$ cat src/rtl/arbitro_calc.sv
// Two-requester arbitrated calculator: add, subtract (sign/magnitude), shift-add multiply, clear.
// Define ARB_ROUND_ROBIN_EN for round-robin arbitration; default build uses fixed priority to 0.
module arbitro_calc #(
   parameter int unsigned W = 7
) (
   input  logic            clk,
   input  logic            rst,
   input  logic            req_valid0,
   input  logic            req_valid1,
   output logic            req_ready0,
   output logic            req_ready1,
   input  logic [1:0]      op0,
   input  logic [1:0]      op1,
   input  logic [W-1:0]    A0,
   input  logic [W-1:0]    B0,
   input  logic [W-1:0]    A1,
   input  logic [W-1:0]    B1,
   output logic            res_valid,
   input  logic            res_ready,
   output logic [2*W-1:0]  Y,
   output logic            sinal,
   output logic            res_id,
   output logic            busy
);

   localparam int unsigned RW = 2 * W;
   localparam int unsigned CW = (W > 1) ? $clog2(W) : 1;

   localparam logic [1:0] OpSoma  = 2'b00;
   localparam logic [1:0] OpSub   = 2'b01;
   localparam logic [1:0] OpMulti = 2'b10;

   typedef enum logic [1:0] {OCIOSO, EXEC, MULT, PRONTO} state_t;

   state_t          state_q, state_d;
   logic            grant0, grant1, accept;
   logic [1:0]      sel_op;
   logic [W-1:0]    sel_a, sel_b;

   logic [1:0]      op_q;
   logic [W-1:0]    a_q, b_q;
   logic            id_q;

   logic [RW-1:0]   acc_q, mcand_q, acc_sum;
   logic [W-1:0]    mplier_q;
   logic [CW-1:0]   cnt_q;
   logic            mult_last;

   logic [RW-1:0]   y_q, exec_y;
   logic            sinal_q, exec_neg;

`ifdef ARB_ROUND_ROBIN_EN
   // Set when requester 1 should win the next simultaneous request.
   logic            ptr_q;
`endif

   // Grants only exist in OCIOSO and never while reset is asserted.
   always_comb begin
      grant0 = 1'b0;
      grant1 = 1'b0;
      if (state_q == OCIOSO && !rst) begin
`ifdef ARB_ROUND_ROBIN_EN
         if (req_valid0 && req_valid1) begin
            grant0 = ~ptr_q;
            grant1 = ptr_q;
         end else begin
            grant0 = req_valid0;
            grant1 = req_valid1;
         end
`else
         grant0 = req_valid0;
         grant1 = req_valid1 & ~req_valid0;
`endif
      end
   end

   assign accept = grant0 | grant1;
   assign sel_op = grant1 ? op1 : op0;
   assign sel_a  = grant1 ? A1  : A0;
   assign sel_b  = grant1 ? B1  : B0;

   assign mult_last = (cnt_q == CW'(W - 1));

   always_comb begin
      state_d = state_q;
      case (state_q)
         OCIOSO: begin
            if (accept) begin
               state_d = (sel_op == OpMulti) ? MULT : EXEC;
            end
         end
         EXEC:    state_d = PRONTO;
         MULT:    if (mult_last) state_d = PRONTO;
         PRONTO:  if (res_ready) state_d = OCIOSO;
         default: state_d = OCIOSO;
      endcase
   end

   always_ff @(posedge clk) begin
      if (rst) begin
         state_q <= OCIOSO;
      end else begin
         state_q <= state_d;
      end
   end

   always_comb begin
      exec_y   = '0;
      exec_neg = 1'b0;
      case (op_q)
         OpSoma: exec_y = RW'(a_q) + RW'(b_q);
         OpSub: begin
            if (b_q > a_q) begin
               exec_y   = RW'(b_q - a_q);
               exec_neg = 1'b1;
            end else begin
               exec_y = RW'(a_q - b_q);
            end
         end
         default: exec_y = '0;
      endcase
   end

   // One partial product per MULT cycle; the final one lands directly in y_q.
   assign acc_sum = mplier_q[0] ? (acc_q + mcand_q) : acc_q;

   always_ff @(posedge clk) begin
      if (rst) begin
         op_q     <= '0;
         a_q      <= '0;
         b_q      <= '0;
         id_q     <= 1'b0;
         acc_q    <= '0;
         mcand_q  <= '0;
         mplier_q <= '0;
         cnt_q    <= '0;
         y_q      <= '0;
         sinal_q  <= 1'b0;
`ifdef ARB_ROUND_ROBIN_EN
         ptr_q    <= 1'b0;
`endif
      end else begin
         case (state_q)
            OCIOSO: begin
               if (accept) begin
                  op_q     <= sel_op;
                  a_q      <= sel_a;
                  b_q      <= sel_b;
                  id_q     <= grant1;
                  acc_q    <= '0;
                  mcand_q  <= RW'(sel_a);
                  mplier_q <= sel_b;
                  cnt_q    <= '0;
`ifdef ARB_ROUND_ROBIN_EN
                  ptr_q    <= grant0;
`endif
               end
            end
            EXEC: begin
               y_q     <= exec_y;
               sinal_q <= exec_neg;
            end
            MULT: begin
               acc_q    <= acc_sum;
               mcand_q  <= mcand_q << 1;
               mplier_q <= mplier_q >> 1;
               cnt_q    <= cnt_q + CW'(1);
               if (mult_last) begin
                  y_q     <= acc_sum;
                  sinal_q <= 1'b0;
               end
            end
            default: ;
         endcase
      end
   end

   assign req_ready0 = grant0;
   assign req_ready1 = grant1;
   assign res_valid  = (state_q == PRONTO);
   assign busy       = (state_q != OCIOSO);
   assign Y          = y_q;
   assign sinal      = sinal_q;
   assign res_id     = id_q;

endmodule

$ cat config.mk
export PLATFORM = sky130hd
export DESIGN_NAME = arbitro_calc
export DESIGN_NICKNAME = d
export VERILOG_FILES = /design/src/rtl/arbitro_calc.sv
export SDC_FILE = /design/constraint.sdc
export NUM_CORES = 1
export LEC_CHECK = 0
export BUFFER_PORTS_ARGS = -buffer_cell sky130_fd_sc_hd__buf_2
export CORE_UTILIZATION = 54
export CTS_CLUSTER_DIAMETER = 50
export DETAILED_ROUTE_END_ITERATION = 8
export MAX_ROUTING_LAYER = met4
export PLACE_DENSITY = 0.84
export SETUP_SLACK_MARGIN = 0.02
export SYNTH_ARGS = -nofsm -noshare
export SYNTH_HDL_FRONTEND = slang
export SYNTH_SLANG_ARGS = --single-unit
$ cat constraint.sdc
create_clock -name clk -period 2.61 [get_ports clk]
set_clock_uncertainty 0.05 [all_clocks]
set_input_delay 0.1305 -clock clk [delete_from_list [all_inputs] [get_ports clk]]
set_output_delay 0.1305 -clock clk [all_outputs]
set_load 0.005 [all_outputs]
* Yosys cells after proc, flatten, opt, wreduce, memory -nomap -nowiden
Cells that the tools add are included.
Storage, ports and cells: register bits 72, output and inout bits 20, word-level logic and storage cells 67
Cells by class: add/sub/neg operators 5, $lt $le $gt $ge 1, equal/unequal tests 9, mux-type cells 27, bitwise gates (word level) 3, reductions and logical operators 11
Operators by type and width (count):
- $pmux 14 s2 | 4
- $mux 14 | 5
- $mux 7 | 3
- $sub 7x7->8 | 2
- $add 14x14->14 | 1
- $pmux 7 s2 | 1
- $mux 2 | 5
- $add 7x7->8 | 1
- $pmux 2 s4 | 1
- $gt 7x7->1 | 1
- $eq 2x2->1 const B | 3
- $pmux 3 s2 | 1
- $reduce_and 2->1 | 3
- $reduce_bool 2->1 | 3
- $mux 1 | 5
- $eq 2x1->1 const B | 2
- $logic_not 2->1 | 2
- $ne 2x2->1 const B | 2
- $add 3x1->3 const B | 1
- $eq 3x3->1 const B | 1
- $mux 3 | 1
- $reduce_and 3->1 | 1
- $ne 2x1->1 const B | 1
- $pmux 1 s2 | 1
- 5 further kinds | 5

* Logic depth before layout (Yosys ltp)
word-level depth 8, mapped depth 10, gate-level depth less buffers 10

* Worst setup path before layout
No wires, ideal clock.
path kind register to register, start point reg a_q[1], end point reg y_q[4], in the netlist Y[4], arrival 2.446 ns, setup slack 0.026 ns, cell stages (with the launch flop) 9, path buffers 0, clock period less this slack 2.584 ns, cells stage by stage dfxtp_1 -> inv_1 -> fa_1 -> a211oi_1 -> nor3_1 -> o21ai_4 -> mux2i_1 -> mux2_1 -> a311oi_2
Between the ends: longest elaborated chain between the ends 4
RTL lines:
- start: declaration | line 41 | logic [W-1:0] a_q, b_q;
- start signal: assignment | line 147 | a_q <= sel_a;
- $sub 7x7->8, or another cell as far along | line 117 | exec_y = RW'(a_q - b_q);
- $mux 14 | line 113 | if (b_q > a_q) begin
- $pmux 14 s2 * | line 110 | case (op_q)
- $pmux 14 s2 * | line 143 | case (state_q)
- end signal: assignment | line 160 | y_q <= exec_y;
- end signal: assignment | line 169 | y_q <= acc_sum;
- end: declaration | line 49 | logic [RW-1:0] y_q, exec_y;
Every way passes the cells marked *; elsewhere a longest branch is shown, timed or not. A chain may end at the register's enable or synchronous reset.

* Final worst setup path
start point reg b_q[0], end point reg y_q[4], in the netlist Y[4]
Between the ends: longest elaborated chain between the ends 4
RTL lines:
- start: declaration | line 41
- start signal: assignment | line 148 | b_q <= sel_b;
- $sub 7x7->8, or another cell as far along | line 117
- $mux 14 | line 113
- $pmux 14 s2 * | line 110
- $pmux 14 s2 * | line 143
Marked as above.

==> metrics.md <==
| Metric | Value |
|---|---|
| Status | `finished with violations` |
| Failing checks | `DRC` |
| Sequential power share | `0.259` |
| Diodes inserted | `0` |
| Nets@finish | `a little under 800` |
| Synth Flop Type | `dfxtp_1` |
| Post-DRT Antenna Nets | `0` |
| Yosys warns | `0` |
| Sink Count | `around 70` |
| Netlist cell types | `74` |
| PwrDens | `approximately 1000 nW/um^2` |
| Hold Violations, Final | `0` |
| Largest net degree at the start of global routing | `30` |
| Placed instance count | `roughly 800` |
| Mux cell area share after synthesis | `0.0424` |
| Core Region | `slightly above 9000 sq um` |
| Commonest cells post-synth | `dfxtp_1 (72), nor2_1 (70), nand2_1 (62)` |
| Relative slew slack | `0.593` |
| Switching part of the total | `0.464` |
| Hold path cells | `3` |
| Synth Area in XOR/XNOR | `0.00862` |
| Total grt overflow | `0` |
| Detailed Place HPWL | `approximately 12 mm` |
| CP required | `between 2000 and 3000 ps` |
| # IOs | `57` |
| Endpoints failing setup | `0` |
| Met2 Use GR | `0.549` |
| Avg WL per Cell | `about 19 microns` |
| Vias | `between 5000 and 6000` |
| Post-Route Setup TNS | `0 ps` |
| CTS tree | `done` |
| Sequential area share after synthesis | `0.284` |
| Clock slew seen by the registers of the worst setup and hold paths | `90 ps` |
| Crit path DAT | `between 2000 and 3000 ps` |
| Placer Congestion | `just under 1` |
| CTS Buf Count | `9` |
| Port bufs | `between 50 and 60` |
| Comb power frac | `0.581` |
| Synth area leaders | `dfxtp_1 (28%), ha_1 (9.9%), a21oi_1 (5.6%), nor2_1 (5.2%), nand2_1 (4.6%)` |
| Most frequent cell after synthesis | `dfxtp_1` |
| RSZ-0062 raised after global routing | `yes` |
| Max Fclk | `roughly 0.40 GHz` |
| Die height | `99.0 microns` |
| Final worst path period need | `~2500 ps` |
| Maximum clock path buffer count | `2` |
| Drt drc | `2` |
| Layout area overhead | `16.4%` |
| Cell area after layout | `roughly 6000 sq um` |
| Setup slack after layout | `between 100 and 150 ps` |
| Clock Power Share | `0.160` |
| Leading area contributor after synthesis | `dfxtp_1` |
| Via density | `about 6.3` |
| Mean post-synth cell area | `roughly 7.9 sq um` |
| Initial antenna violation count | `0` |
| Post-Syn Area | `about 5100 sq um` |
| Final period util | `0.958` |
| Global-route wire length before repair | `roughly 25 mm` |
| Post-synthesis adder-cell area fraction | `0.114` |
| Sw Pwr | `between 2000 and 3000 uW` |
| Die width | `~100 microns` |
| Setup WS pre-CTS | `about 20 ps` |
| Synth Register Bits | `72` |
| Cell Int Power | `roughly 3100 uW` |
| Maximum VDD drop | `approximately 430 uV` |
| Crit path launch type | `register` |
| GR peak layer | `met2` |
| Fraction of layout cells with a size suffix above 1 | `0.198` |
| DRT iter0 DRCs | `approximately 290` |
| Starting Density | `0.555` |
| Top-area cell type share of the netlist area | `0.284` |
| Worst hold path class | `in2reg` |
| Clock latency on the worst-skew pair | `approximately 350 ps` |
| GRT Total Usage | `0.343` |
| Simple-gate share of the synthesized area | `0.208` |
| Root buffer cell | `clkbuf_8` |
| CP Max Fanout | `4` |
| Met1 Resource Use GR | `0.429` |
| Row count | `35` |
| Max Cap Viol | `0` |
| Vias in the first global route | `between 5000 and 6000` |
| Die area | `between 9000 and 10000 sq um` |
| Compound-Gate Fraction of Synth Area | `0.279` |
| Util after Layout | `0.646` |
| CP Capture Type | `register` |
| Finished Layout Cells | `a little over 800` |
| Total Wirelength | `~16 mm` |
| Syn Nets | `slightly above 700` |
| Pleak | `0.00249 uW` |
| Reg2reg path depth | `11` |
| Met3 usage | `0.0496` |
| Largest family of logic cells by synthesized area | `compound AO/OA/AOI/OAI gates` |
| H-tree depth | `3` |
| Post-synth ARST share | `0` |
| Max Transition Viols Final | `0` |
| TritonRoute pass-1 iters | `7` |
| Fillcell total | `between 700 and 800` |
| Post-Syn Instances | `roughly 640` |
| Slew @ Worst Pin | `slightly above 600 ps` |
| Post-synth EDFFs | `0` |
| Critical path class | `reg2reg` |
| Dpl cell area | `5620 sq um` |
==> area by class of cell <==
class                   instances  area, sq um  share of cell area
clock buffers                  11          141              0.0239
clock inverters                 5         56.3             0.00953
well taps                     111          139              0.0235
inverters                      36          135              0.0229
multi-input cells             493         3410               0.578
repair buffers                 96          583              0.0987
flip-flops and latches         72         1440               0.244
==> power by group through the flow <==
| stage | clock (uW) | sequential (uW) | combinational, uW |
|---|---|---|---|
| 4_1_cts | 935 | 1490 | 3160 |
| 3_3_place_gp | 0 | 1510 | 3090 |
| 5_1_grt | 974 | 1520 | 3650 |
| 6_report | 925 | 1500 | 3360 |
| 2_1_floorplan | 0 | 1470 | 2110 |
| 3_5_place_dp | 0 | 1520 | 3140 |
==> per-layer routing <==
| metal | vias to the layer above | routed length [microns] |
|---|---|---|
| met5 | - | 0 |
| met4 | 0 | 434 |
| met3 | 34 | 1100 |
| met2 | 196 | 7350 |
| met1 | 2449 | 6780 |
| li1 | 2474 | - |
==> sequential cells by signal (all words and copies together) (netlist names) <==
signal	cells
res_id	1
op_q	2
b_q	7
Y	14
sinal	1
mcand_q	14
cnt_q	3
mplier_q	7
acc_q	14
a_q	7
state_q	2
==> logic make-up after synthesis <==
| family | count (synthesis) |
|---|---|
| AOI/OAI and AO/OA | 203 |
| xor gates and xnor gates | 5 |
| adders and majority gates | 44 |
| buffers and inverters | 76 |
| DFF | 72 |
| muxes | 21 |
| and+or+nand+nor | 220 |
==> worst paths after layout <==
path                                     to  slack (ps)         from
worst max-delay path                   Y[4]         110       b_q[0]
worst min-delay path                op_q[1]          20       op1[1]
worst max register to register         Y[4]         110       b_q[0]
worst min register to register  mplier_q[3]         410  mplier_q[3]
==> layout by cell type (no fill, tap or decap), types with 9 or more instances in the layout <==
cell type	n
nor2_1	68
o211ai_1	20
nand3_1	14
mux2i_1	17
dfxtp_1	72
buf_4	39
a21oi_1	54
a211oi_1	25
nor3_1	14
nand2_1	62
a22oi_1	9
ha_1	40
clkbuf_8	10
inv_1	35
o21ai_0	13
a21o_1	14
buf_2	56
==> critical path, cell delays in order, from the launching register on <==
cell      delay, ps
dfxtp_1         320
inv_1            50
ha_1            140
inv_1            70
fa_2            360
a211oi_1        200
buf_4           170
nor3_4           50
o21ai_4         210
mux2i_1         220
mux2_1          350
a311oi_2        220
==> timing repair <==
action,4_1_cts,5_1_grt
gates resized for setup,0,21
endpoints found under the setup margin,0,16
setup buffers,0,2
endpoints found under the hold margin,1,0
hold buffers,1,0
==> stage by stage <==
step	hold WS (ps)	power, uW
after floorplan	181	3570
after global placement	361	4600
after detailed placement	367	4660
after CTS	6.55	5590
after global routing	11.4	6150
final	19.3	5780
Note: power is estimated with default switching activity, not from simulation.
